### config.mk
export PLATFORM = sky130hd
export DESIGN_NAME = coin_acceptor
export DESIGN_NICKNAME = d
export VERILOG_FILES = /design/src/rtl/coin_acceptor.sv
export SDC_FILE = /design/constraint.sdc
export NUM_CORES = 1
export LEC_CHECK = 0
export ABC_AREA = 1
export BUFFER_PORTS_ARGS = -buffer_cell sky130_fd_sc_hd__buf_2
export CORE_MARGIN = 2
export CORE_UTILIZATION = 60
export CTS_CLUSTER_SIZE = 12
export DETAILED_ROUTE_END_ITERATION = 6
export GPL_TIMING_DRIVEN = 0
export PLACE_DENSITY = 0.83
export SLEW_MARGIN = 30
export SYNTH_ARGS = -nofsm -noshare
export SYNTH_HDL_FRONTEND = slang
export SYNTH_SLANG_ARGS = --single-unit
### constraint.sdc
create_clock -name clk -period 5.3 [get_ports clk]
set_input_delay 1.06 -clock clk [delete_from_list [all_inputs] [get_ports clk]]
set_output_delay 1.06 -clock clk [all_outputs]
set_load 0.03 [all_outputs]
### src/rtl/coin_acceptor.sv
// Coin acceptor front end: debounces four active-low coin slots, accumulates credit and loads moneyouter.
// Optional WAIT watchdog with sticky fault output: define COIN_ACCEPTOR_TIMEOUT_EN.
module coin_acceptor #(
  parameter int MAX_MONEY = 200,
  parameter int DEBOUNCE  = 4
) (
  input  logic       clk,
  input  logic       rst,
  input  logic [3:0] coin_n,
  input  logic       buy,
  input  logic       cancel,
  input  logic       flag,
  output logic [7:0] money,
  output logic       en,
  output logic       move25,
  output logic [3:0] coin_reject,
  output logic       deny,
  output logic       sold,
  output logic       busy
`ifdef COIN_ACCEPTOR_TIMEOUT_EN
  ,
  output logic       fault
`endif
);

  localparam int         CNT_W = $clog2(DEBOUNCE + 1);
  localparam logic [8:0] MAX9  = 9'(MAX_MONEY);
  localparam logic [7:0] PRICE = 8'd25;

  typedef enum logic [2:0] {S_IDLE, S_LOAD, S_ARM, S_WAIT, S_DONE} state_t;

  state_t           r_state;
  logic [3:0]       r_sync1, r_sync2, r_stable, r_pend;
  logic [CNT_W-1:0] r_cnt [4];
  logic [3:0]       w_press;
  logic [3:0]       w_pick;
  logic [8:0]       w_sum;
`ifdef COIN_ACCEPTOR_TIMEOUT_EN
  logic [5:0]       r_wd;
`endif

  function automatic logic [7:0] coin_value(input logic [3:0] onehot);
    case (onehot)
      4'b1000: coin_value = 8'd50;
      4'b0100: coin_value = 8'd20;
      4'b0010: coin_value = 8'd10;
      4'b0001: coin_value = 8'd5;
      default: coin_value = 8'd0;
    endcase
  endfunction

  function automatic logic [3:0] highest(input logic [3:0] p);
    if (p[3])      highest = 4'b1000;
    else if (p[2]) highest = 4'b0100;
    else if (p[1]) highest = 4'b0010;
    else if (p[0]) highest = 4'b0001;
    else           highest = 4'b0000;
  endfunction

  // Synchronizer and per-channel debouncer: the stable level flips after enough agreeing samples
  always_ff @(posedge clk) begin
    if (rst) begin
      r_sync1  <= 4'hF;
      r_sync2  <= 4'hF;
      r_stable <= 4'hF;
      for (int i = 0; i < 4; i++) r_cnt[i] <= '0;
    end else begin
      r_sync1 <= coin_n;
      r_sync2 <= r_sync1;
      for (int i = 0; i < 4; i++) begin
        if (r_sync2[i] == r_stable[i]) begin
          r_cnt[i] <= '0;
        end else if (r_cnt[i] == CNT_W'(DEBOUNCE)) begin
          r_stable[i] <= r_sync2[i];
          r_cnt[i]    <= '0;
        end else begin
          r_cnt[i] <= r_cnt[i] + 1'b1;
        end
      end
    end
  end

  always_comb begin
    w_press = '0;
    for (int i = 0; i < 4; i++)
      w_press[i] = !r_sync2[i] && r_stable[i] && (r_cnt[i] == CNT_W'(DEBOUNCE));
  end

  assign w_pick = highest(r_pend);
  assign w_sum  = {1'b0, money} + {1'b0, coin_value(w_pick)};

  always_ff @(posedge clk) begin
    if (rst) begin
      r_state     <= S_IDLE;
      r_pend      <= '0;
      money       <= '0;
      en          <= 1'b0;
      move25      <= 1'b0;
      coin_reject <= '0;
      deny        <= 1'b0;
      sold        <= 1'b0;
      busy        <= 1'b0;
`ifdef COIN_ACCEPTOR_TIMEOUT_EN
      r_wd        <= '0;
      fault       <= 1'b0;
`endif
    end else begin
      en          <= 1'b0;
      deny        <= 1'b0;
      sold        <= 1'b0;
      coin_reject <= '0;
      // A fresh press always lands in pending, even while an older coin is being cleared
      if (r_state != S_IDLE) begin
        coin_reject <= r_pend;
        r_pend      <= w_press;
      end else begin
        r_pend <= (r_pend & ~w_pick) | w_press;
      end

      case (r_state)
        S_IDLE: begin
          if (r_pend != '0) begin
            if (w_sum <= MAX9) money <= w_sum[7:0];
            else               coin_reject <= w_pick;
          end else if (cancel && money != '0) begin
            r_state <= S_LOAD;
            move25  <= 1'b0;
            en      <= 1'b1;
            busy    <= 1'b1;
          end else if (buy) begin
            if (money >= PRICE) begin
              r_state <= S_LOAD;
              move25  <= 1'b1;
              en      <= 1'b1;
              busy    <= 1'b1;
            end else begin
              deny <= 1'b1;
            end
          end
        end
        S_LOAD: r_state <= S_ARM;
        S_ARM: begin
          r_state <= S_WAIT;
`ifdef COIN_ACCEPTOR_TIMEOUT_EN
          r_wd    <= '0;
`endif
        end
        S_WAIT: begin
          if (!flag) begin
            r_state <= S_DONE;
`ifdef COIN_ACCEPTOR_TIMEOUT_EN
          end else if (r_wd == 6'd63) begin
            r_state <= S_DONE;
            move25  <= 1'b0;
            fault   <= 1'b1;
          end else begin
            r_wd <= r_wd + 6'd1;
`endif
          end
        end
        S_DONE: begin
          money   <= '0;
          sold    <= move25;
          move25  <= 1'b0;
          busy    <= 1'b0;
          r_state <= S_IDLE;
        end
        default: begin
          r_state <= S_IDLE;
          busy    <= 1'b0;
        end
      endcase
    end
  end

endmodule

==> results.cfg <==
[worst_hold_path]
worstHoldStart = r_sync1[0]$_SDFF_PP1_
min_to = r_sync2[0]$_SDFF_PP1_
worstHoldPathType = reg -> reg
min_path_cells = 1

[synth]
yosysUniqueCellTypes = 32
synth_area_sq_um = 2564
syn_avg_cell_area_sq_um = 7.792
synth_area_leader_cell = dfxtp_1
synth-seq-cells = 48
synth_seq_area_share_pct = 42.17
synth.top_cell.area_share_pct = 28.11
synth.area.top_cells = dfxtp_1, edfxtp_1, nand2_1
yosys_warnings = 0
synthesis.instances = 329

[sta]
clock.fmax_mhz = 379.4
finalHoldViolCount = 0
finClkSkew_ns = 0.01022
period_share_pct = 49.74
period_needed_ns = 2.636
tns_ns = 0
maxSlewHeadroom_pct = 64.89
rsz0062_at_grt = no
worstMarginPinSlew_ns = 0.5247
slew_violations = 0
setup_viol = 0

[setup_path]
cp_max_fo = 10
r2r_end = money[2]$_SDFFE_PP0P_
required_ns = 5.50
path_class = reg -> reg
start_kind = flop
reg2reg_setup_slack_ns = 2.66
worstSetupEndpointType = flop
crit_arrival_ns = 2.84
r2r-start = r_pend[3]$_SDFF_PP0_
r2r_cells = 21

[cts]
numCtsBuffers = 5
clkLatencyLatePin_ns = 0.30
cts_buffer_depth = 2
post_cts_buffers = 0
clockRootBuffer = clkbuf_8
cts_resized = 0
clock-sinks = 48
clk_pin_slew_ns = 0.09
htree_levels = 2
cts_tree = yes
hold_buffers = 0

[place]
port_buffers = 24
gp_congestion = 0.9080
place_hpwl_microns = 3624

[routing]
drt-initial-drc-count = 129
dr.pass1.iters = 4
wl_microns = 4637
wire_per_inst_microns = 10.99
vias = 2051
detail-route-antenna-nets = 0
viasPerCell = 4.860
drc = 0

[pwr]
p_leak_nw = 1.575
power_w = 0.0007883
ir_drop_v = 0.0001739
powerDensity_nw_per_um2 = 273.5

[die]
die_area_sq_um = 4812
start_util_pct = 63.18
die_y_microns = 69.37
die_w_microns = 69.37
core-area_sq_um = 4058
std_cell_rows = 23
pin_count = 26

[global_routing]
antenna_found_initial = 0
gr-total-overflow = 0
grt_pass1_vias = 1915
grt_usage_pct = 20.79
grt_pass1_wl_microns = 8038
grt_max_degree = 16

[finish]
fin_nets = 399
fill_cells = 328
multi_input_area_sq_um = 1286
regArea_sq_um = 1081
drive_above_1_share_pct = 18.55
antenna_cells = 0
areaGrowthSynthToFinish_pct = 12.44

[run_status]
status = complete, no violations

[flow_run]
max-cap-violations = 0
## report_power, final
group	leakage [nW]	switching, W	total, W	internal, W
clock network	0.0484	0.000119	0.000226	0.000107
logic	1.11	0.000103	0.000152	0.0000493
registers	0.417	0.0000135	0.000411	0.000397
## placed cells by master, fill, tap and decap left out, types with 2 or more instances in the layout
master    instances
o311ai_0          4
inv_1            54
clkbuf_1          4
a21oi_1           8
edfxtp_1         12
ha_1             18
conb_1           12
nand4_1           4
nand2_2          10
nand3_1          19
clkbuf_8          6
xnor2_1           5
or2_2             9
nand3_2           3
nor2_2            7
dfxtp_1          36
buf_2            25
nor2_1           49
o21ai_0           7
inv_2             2
nand2_1          63
nor3_1            3
## kinds of logic after synthesis
kind of cell    share of synthesized area, %
simple gates                           31.67
fa+ha+maj                              9.566
other cells                           0.1463
xor+xnor                               1.708
flops                                  42.17
buf+inv                                9.273
compound gates                         5.466
## worst max-delay path, stage by stage, from the launching register on
cell and delay, ns:
dfxtp_1 0.37, nor2_2 0.19, inv_2 0.08, or2_4 0.26
nor2_8 0.12, nor2_1 0.05, ha_1 0.35, nand2_1 0.09
nand2_1 0.06, inv_1 0.08, nand2_2 0.06, nand2_2 0.06
nand2_1 0.04, nand2_1 0.07, nand2_2 0.06, nor2_2 0.13
nand2_4 0.08, nand3_4 0.09, buf_6 0.15, nand2_2 0.05
nand2_1 0.06, nor2_2 0.04
## registers in the layout, indices dropped and copies added, names as in the netlist
| name | count |
|---|---|
| r_stable | 4 |
| r_sync2 | 4 |
| r_cnt | 12 |
| money | 8 |
| busy | 1 |
| r_pend | 4 |
| sold | 1 |
| deny | 1 |
| coin_reject | 4 |
| r_sync1 | 4 |
| move25 | 1 |
| en | 1 |
| r_state | 3 |
## routing by layer
| layer | track usage (%) | wire length [microns] |
|---|---|---|
| met5 | 0 | 0 |
| met4 | 7.843 | 59 |
| met3 | 4.070 | 232 |
| met2 | 33.55 | 2136 |
| met1 | 27.68 | 2207 |
## metrics by stage
step	instances	hold slack (ns)	util [%]	setup slack (ns)	cell area [sq um]
after detailed placement	414	0.3982	68.70	2.665	2788
after floorplan	340	0.3895	-	2.959	2605
after global placement	414	0.3923	68.70	2.721	2788
after global routing	422	0.4221	71.05	2.359	2883
after CTS	422	0.4199	71.05	2.657	2883
final	422	0.4115	71.05	2.664	2883
## synth_stat cells
cell type and number:
ha_1 18, and2_1 1, nor2_1 49, a21boi_1 1, a21oi_1 8, nor3_1 3
o311ai_0 4, inv_2 2, fa_1 1, a31oi_1 1, nor2_8 1, a31o_2 1
dfxtp_1 36, or2_4 1, nand2_4 1, inv_1 54, nand3_2 3, edfxtp_1 12
xnor2_1 5, o21ai_0 7, nand3_4 1, clkbuf_1 3, a21o_1 1, nor2_2 7
nand3_1 19, nand2_2 10, buf_6 1, or2_2 9, conb_1 1, buf_2 1
nand2_1 63, nand4_1 4
## worst max-delay path by stage
stage                     slack [ns]  depth (start not counted)               endpoint            startpoint
final                           2.66                         21  money[2]$_SDFFE_PP0P_  r_pend[3]$_SDFF_PP0_
after CTS                       2.66                         21  money[2]$_SDFFE_PP0P_  r_pend[3]$_SDFF_PP0_
after global routing            2.36                         21  money[3]$_SDFFE_PP0P_  r_pend[3]$_SDFF_PP0_
after global placement          2.72                         21  money[4]$_SDFFE_PP0P_  r_pend[3]$_SDFF_PP0_
after detailed placement        2.67                         21  money[2]$_SDFFE_PP0P_  r_pend[3]$_SDFF_PP0_
after floorplan                 2.96                         21  money[2]$_SDFFE_PP0P_  r_pend[3]$_SDFF_PP0_
## final cells by class
class | count | share of cell area (%)
inverters | 56 | 7.292
repair buffers | 24 | 4.167
multi-input cells | 231 | 44.62
flip-flops and latches | 48 | 37.50
clock inverters | 1 | 0.3038
well taps | 50 | 2.170
clock buffers | 7 | 2.995
plain buffers | 5 | 0.9549
(Power assumes the default switching activity.)
